==> src/rtl/keypad_scanner.sv <==
// 4x4 key matrix reader: walks one active-low column at a time, assembles
// 16-bit frames of the row sense lines, debounces whole frames and emits key events.
module keypad_scanner #(
    parameter int SCAN_DIV       = 5,
    parameter int DEBOUNCE_SCANS = 3
) (
    input  logic       clk_1kHz,
    input  logic       btn_0_out,
    input  logic [3:0] key_row,
    output logic [3:0] key_col,
    output logic [3:0] key_code,
    output logic       key_valid,
    output logic       key_held,
    output logic       key_release,
    output logic       multi_key,
    output logic [1:0] dbg_state
);

    localparam int DW = (SCAN_DIV > 1) ? $clog2(SCAN_DIV) : 1;
    localparam int SW = $clog2(DEBOUNCE_SCANS + 1);
    localparam logic [DW-1:0] DWELL_LAST = DW'(SCAN_DIV - 1);
    localparam logic [SW-1:0] STABLE_MAX = SW'(DEBOUNCE_SCANS);

    typedef enum logic [1:0] {
        IDLE  = 2'd0,
        HELD  = 2'd1,
        MULTI = 2'd2
    } state_t;

    logic [1:0]    col_idx;
    logic [DW-1:0] dwell_cnt;
    logic [15:0]   snap;
    logic [15:0]   frame;
    logic          frame_strobe;
    logic [15:0]   prev_frame;
    logic [15:0]   deb_frame;
    logic [SW-1:0] stable_cnt;
    logic [SW-1:0] stable_nxt;
    logic          deb_update;

    state_t      state, state_nxt;
    logic [3:0]  code_nxt;
    logic        valid_nxt, held_nxt, release_nxt, multi_nxt;
    logic [3:0]  deb_idx;
    logic [15:0] held_onehot;
    int          deb_ones;

    // Scan: the row sample for a column is taken on the last dwell cycle, so
    // the column drive has been stable for SCAN_DIV-1 cycles before sensing.
    always_ff @(posedge clk_1kHz) begin
        if (btn_0_out) begin
            col_idx      <= 2'd0;
            dwell_cnt    <= '0;
            key_col      <= 4'b1110;
            snap         <= 16'h0000;
            frame        <= 16'h0000;
            frame_strobe <= 1'b0;
        end else begin
            frame_strobe <= 1'b0;
            if (dwell_cnt == DWELL_LAST) begin
                dwell_cnt               <= '0;
                col_idx                 <= col_idx + 2'd1;
                key_col                 <= ~(4'b0001 << (col_idx + 2'd1));
                snap[{col_idx, 2'b00} +: 4] <= ~key_row;
                if (col_idx == 2'd3) begin
                    frame        <= {~key_row, snap[11:0]};
                    frame_strobe <= 1'b1;
                end
            end else begin
                dwell_cnt <= dwell_cnt + 1'b1;
            end
        end
    end

    always_comb begin
        stable_nxt = {{(SW-1){1'b0}}, 1'b1};
        if (frame == prev_frame) begin
            stable_nxt = (stable_cnt >= STABLE_MAX) ? STABLE_MAX : stable_cnt + 1'b1;
        end
    end

    always_ff @(posedge clk_1kHz) begin
        if (btn_0_out) begin
            prev_frame <= 16'h0000;
            deb_frame  <= 16'h0000;
            stable_cnt <= '0;
            deb_update <= 1'b0;
        end else begin
            deb_update <= 1'b0;
            if (frame_strobe) begin
                stable_cnt <= stable_nxt;
                prev_frame <= frame;
                if (stable_nxt == STABLE_MAX && frame != deb_frame) begin
                    deb_frame  <= frame;
                    deb_update <= 1'b1;
                end
            end
        end
    end

    always_comb begin
        deb_idx = 4'd0;
        for (int i = 0; i < 16; i++) begin
            if (deb_frame[i]) deb_idx = 4'(i);
        end
    end

    assign deb_ones    = $countones(deb_frame);
    assign held_onehot = 16'h0001 << key_code;

    // Transitions only happen on a debounced change, so a frame that merely
    // repeats the current debounced state never produces an event.
    always_comb begin
        state_nxt   = state;
        code_nxt    = key_code;
        valid_nxt   = 1'b0;
        release_nxt = 1'b0;
        held_nxt    = key_held;
        multi_nxt   = multi_key;
        case (state)
            IDLE: begin
                if (deb_update) begin
                    if (deb_ones == 1) begin
                        state_nxt = HELD;
                        code_nxt  = deb_idx;
                        valid_nxt = 1'b1;
                        held_nxt  = 1'b1;
                    end else if (deb_ones >= 2) begin
                        state_nxt = MULTI;
                        multi_nxt = 1'b1;
                    end
                end
            end
            HELD: begin
                if (deb_update) begin
                    if (deb_frame == 16'h0000) begin
                        state_nxt   = IDLE;
                        release_nxt = 1'b1;
                        held_nxt    = 1'b0;
                    end else if (deb_frame != held_onehot) begin
                        state_nxt   = MULTI;
                        release_nxt = 1'b1;
                        held_nxt    = 1'b0;
                        multi_nxt   = 1'b1;
                    end
                end
            end
            MULTI: begin
                if (deb_update && deb_frame == 16'h0000) begin
                    state_nxt = IDLE;
                    multi_nxt = 1'b0;
                end
            end
            default: begin
                state_nxt = IDLE;
                held_nxt  = 1'b0;
                multi_nxt = 1'b0;
            end
        endcase
    end

    always_ff @(posedge clk_1kHz) begin
        if (btn_0_out) begin
            state       <= IDLE;
            key_code    <= 4'd0;
            key_valid   <= 1'b0;
            key_held    <= 1'b0;
            key_release <= 1'b0;
            multi_key   <= 1'b0;
        end else begin
            state       <= state_nxt;
            key_code    <= code_nxt;
            key_valid   <= valid_nxt;
            key_held    <= held_nxt;
            key_release <= release_nxt;
            multi_key   <= multi_nxt;
        end
    end

    assign dbg_state = state;

endmodule

==> config.mk <==
export PLATFORM = sky130hd
export DESIGN_NAME = keypad_scanner
export DESIGN_NICKNAME = d
export VERILOG_FILES = /design/src/rtl/keypad_scanner.sv
export SDC_FILE = /design/constraint.sdc
export NUM_CORES = 1
export LEC_CHECK = 0
export ABC_AREA = 1
export CORE_ASPECT_RATIO = 1.5
export CORE_MARGIN = 3
export CORE_UTILIZATION = 58
export CTS_CLUSTER_SIZE = 40
export DETAILED_ROUTE_END_ITERATION = 8
export DONT_BUFFER_PORTS = 1
export GPL_TIMING_DRIVEN = 0
export PLACE_DENSITY = 0.74
export SETUP_SLACK_MARGIN = 0.4
export SYNTH_ARGS = -nofsm -noshare
export SYNTH_HDL_FRONTEND = slang
export SYNTH_SLANG_ARGS = --single-unit
==> constraint.sdc <==
create_clock -name clk_1kHz -period 3.6 [get_ports clk_1kHz]
set_input_delay 0.36 -clock clk_1kHz [delete_from_list [all_inputs] [get_ports clk_1kHz]]
set_output_delay 0.36 -clock clk_1kHz [all_outputs]
set_load 0.03 [all_outputs]
==> flow_metrics.tcl <==
set metrics [dict create \
    place_area_um2 4700 \
    cts_sinks 83 \
    fp.coreArea_um2 7420 \
    std_cell_rows 38 \
    gr-total-overflow 0 \
    yosysSeqAreaShare 0.365 \
    final-hold-violation-count 0 \
    wl_um 11400 \
    final_layout_size_suffix_gt1_frac 0.0925 \
    antenna_found_initial 0 \
    slew_violations 0 \
    placed_cells 748 \
    hp-start "key_row[3]" \
    slew_headroom 0.601 \
    n_antenna_cell 0 \
    hpwlAfterDp_um 9130 \
    start_util 0.613 \
    clkPwrFrac 0.406 \
    rsz0062_at_grt "yes" \
    setup_violations 9 \
    critPathBufInv 5 \
    synthFlopType "dfxtp_1" \
    power_density_nw_per_um2 332 \
    switching_share 0.231 \
    die_area_um2 8960 \
    start_kind "register" \
    synth_top_cell_by_area "dfxtp_1" \
    hold_end "snap[3]" \
    gr-usage-all-layers 0.281 \
    drt_iter0_drc 189 \
    synth_top_family_by_area "simple AND/OR/NAND/NOR gates" \
    cpMostUsedCell "fa_1" \
    r2r_start "deb_frame[5]" \
    max_stage_delay_ps 550 \
    synth_xor_xnor_area_share 0.0520 \
    syn_to_final_growth_pct 9.85 \
    nets 696 \
    ios 20 \
    pwr-share-seq 0.560 \
    vias 4199 \
    yosysWarnings 0 \
    synth.ff_latch_count 83 \
    clkTransAtPathRegs_ps 80 \
    yosysUniqueCellTypes 33 \
    clock_latency_ps 360 \
    yosys.area.top_type_share 0.365 \
    tns_ps -4000 \
    met1Wirelength_um 4190 \
    worstPathCellList "inv_4 > fa_1 > inv_1 > fa_1 > fa_1 > inv_2 > fa_1 > inv_1 > ha_2 > inv_2 > fa_1 > o211a_1 > nand3_4 > nor2_4 > o21ai_1 > a31oi_1" \
    violations "negative setup slack" \
    final_cells 770 \
    avgSynthCellArea_um2 7.02 \
    status "finished with violations" \
    maxCapViolCount 0 \
    synthArstFlopShare 0 \
    hold_path_class "input pin to register" \
    grt_pass1_vias 4380 \
    period_share 1.14 \
    r2r_slack_ps -510 \
    htree_levels 3 \
    synth_compound_area_frac 0.129 \
    cp_top_family "adder cells" \
    p_switching_uw 383 \
    grt_max_degree 15 \
    synth_fa_ha_area_frac 0.0826 \
    drc 0 \
    chipHeight_um 114 \
    worst_slack_ps -506 \
    hold_path_depth 3 \
    synth_cells 648 \
    final_cell_area_um2 4990 \
    cts_tree "yes" \
    synth_edf_count 0 \
    drtPass1Iterations 4 \
    met3_length_um 317 \
    met2_wirelength_um 6230 \
    power.leakage_nw 2.21 \
    r2r-end "key_code[1]" \
    required_ps 3880 \
    fin_crit_ps 4110 \
    clock-skew-final_ps 7.09 \
    finalPower_mw 1.66 \
    synth.area.mux_share 0 \
    cts_max_path_buffers 2 \
    arrival_ps 4390 \
    final_antenna_net_count 0 \
    p_int_mw 1.28 \
    drt-wirelength-per-cell_um 14.9 \
    synthSimpleGateAreaFrac 0.283 \
    syn-cell-area_um2 4550 \
    synth_common_cells "nand2_1, nor2_1, dfxtp_1" \
    cts_root_buffer "clkbuf_8" \
    p_comb_frac 0.034 \
    whs_ps 204 \
    synth_area_leaders "dfxtp_1, nand2_1, nor2_1" \
    slowest_stage "fa_1" \
    peakVddDrop_v 0.000296 \
    path_max_fanout 8 \
    fmax_ghz 0.244 \
    die_width_um 78.3 \
    place_congestion 0.909 \
    grt_pass1_wl_um 19600 \
    syn_nets 678 \
    numPortBuffers 0 \
    worstSetupEndpointType "register" \
    top_layer "met4" \
    synth_most_common_cell "nand2_1" \
    crit_type "register to register" \
    cts_made_buffers 9 \
    tightestPinTransition_ps 599 \
    reg2regPathDepth 16 \
    vias_per_cell 5.45 \
    cts_hold_buffers 0 \
]
## metal layers
metal	GRT usage	vias up
met5	0	-
met4	0.179	0
met3	0.0425	41
met2	0.543	105
met1	0.272	1935
li1	-	2118
## cells in the final DEF (no fill, tap or decap), types with 5 or more instances in the layout
cell type	netlist	final
clkbuf_1	12	12
nand4_1	25	25
inv_2	4	8
dfxtp_1	83	74
o21ai_0	54	51
nand2_1	119	118
buf_4	2	9
dfxtp_2	0	5
nor2_1	105	104
clkbuf_8	0	10
a21oi_1	52	51
ha_1	14	13
inv_1	75	70
fa_1	10	10
xnor2_1	25	25
nand3_1	38	37
## what timing repair did
| item | in CTS | in global routing |
|---|---|---|
| resized for setup | 13 | 3 |
| endpoints found under the setup margin | 9 | 9 |
| buffers inserted | 7 | 0 |
| pin swaps | 5 | 2 |
| endpoints found under the hold margin | 0 | 0 |
## through the flow
stage	utilization	worst slack, ps
after CTS	0.673	-522
after global placement	0.634	-639
final	0.673	-506
after detailed placement	0.634	-648
after floorplan	-	-223
after global routing	0.673	-718
## worst register-to-register path, cell delays in order, from the launching register on
cell     delay (ps)
dfxtp_4         370
inv_4            40
fa_1            520
inv_1            50
fa_1            450
fa_1            550
inv_2            40
fa_1            430
inv_1            70
ha_2            180
inv_2            40
fa_1            480
o211a_1         210
nand3_4         110
nor2_4          210
o21ai_1          90
a31oi_1         190
## sequential cells by signal, indices dropped and copies added, names as in the netlist
signal,cells
dbg_state,2
prev_frame,16
key_valid,1
multi_key,1
frame_strobe,1
key_release,1
key_col,4
deb_frame,16
dwell_cnt,3
frame,16
key_code,4
key_held,1
snap,12
col_idx,2
deb_update,1
stable_cnt,2
## worst max path at each step
stage                   from  cells after the start           end
6_report        deb_frame[5]                     16   key_code[1]
5_1_grt         deb_frame[5]                     16   key_code[1]
4_1_cts         deb_frame[5]                     16   key_code[1]
3_5_place_dp   deb_frame[15]                     15   key_code[0]
3_3_place_gp   deb_frame[15]                     15   key_code[0]
2_1_floorplan   deb_frame[5]                     17  dbg_state[0]
## cell type report
| class | instances | area, um2 |
|---|---|---|
| tap | 100 | 125 |
| buffer | 23 | 108 |
| timing repair buffer | 7 | 52.6 |
| fill | 694 | 2420 |
| multi-input combinational | 463 | 2530 |
| clock inverter | 5 | 62.6 |
| clock buffer | 10 | 138 |
| sequential | 83 | 1680 |
| inverter | 79 | 299 |
## power groups by stage
| stage | combinational [mW] | sequential [mW] | clock [mW] |
|---|---|---|---|
| final | 0.0563 | 0.929 | 0.674 |
| after global routing | 0.0647 | 0.930 | 0.715 |
| after CTS | 0.0560 | 0.929 | 0.682 |
| after detailed placement | 0.0559 | 0.953 | 0 |
| after global placement | 0.0542 | 0.953 | 0 |
| after floorplan | 0.0397 | 0.952 | 0 |
## logic make-up after synthesis
family / Yosys count
and+or+nand+nor: 299
AOI/OAI and AO/OA: 113
buffers and inverters: 102
DFF: 83
xor gates and xnor gates: 27
adders and majority gates: 24
No activity file was read; power rests on OpenSTA's default activity.
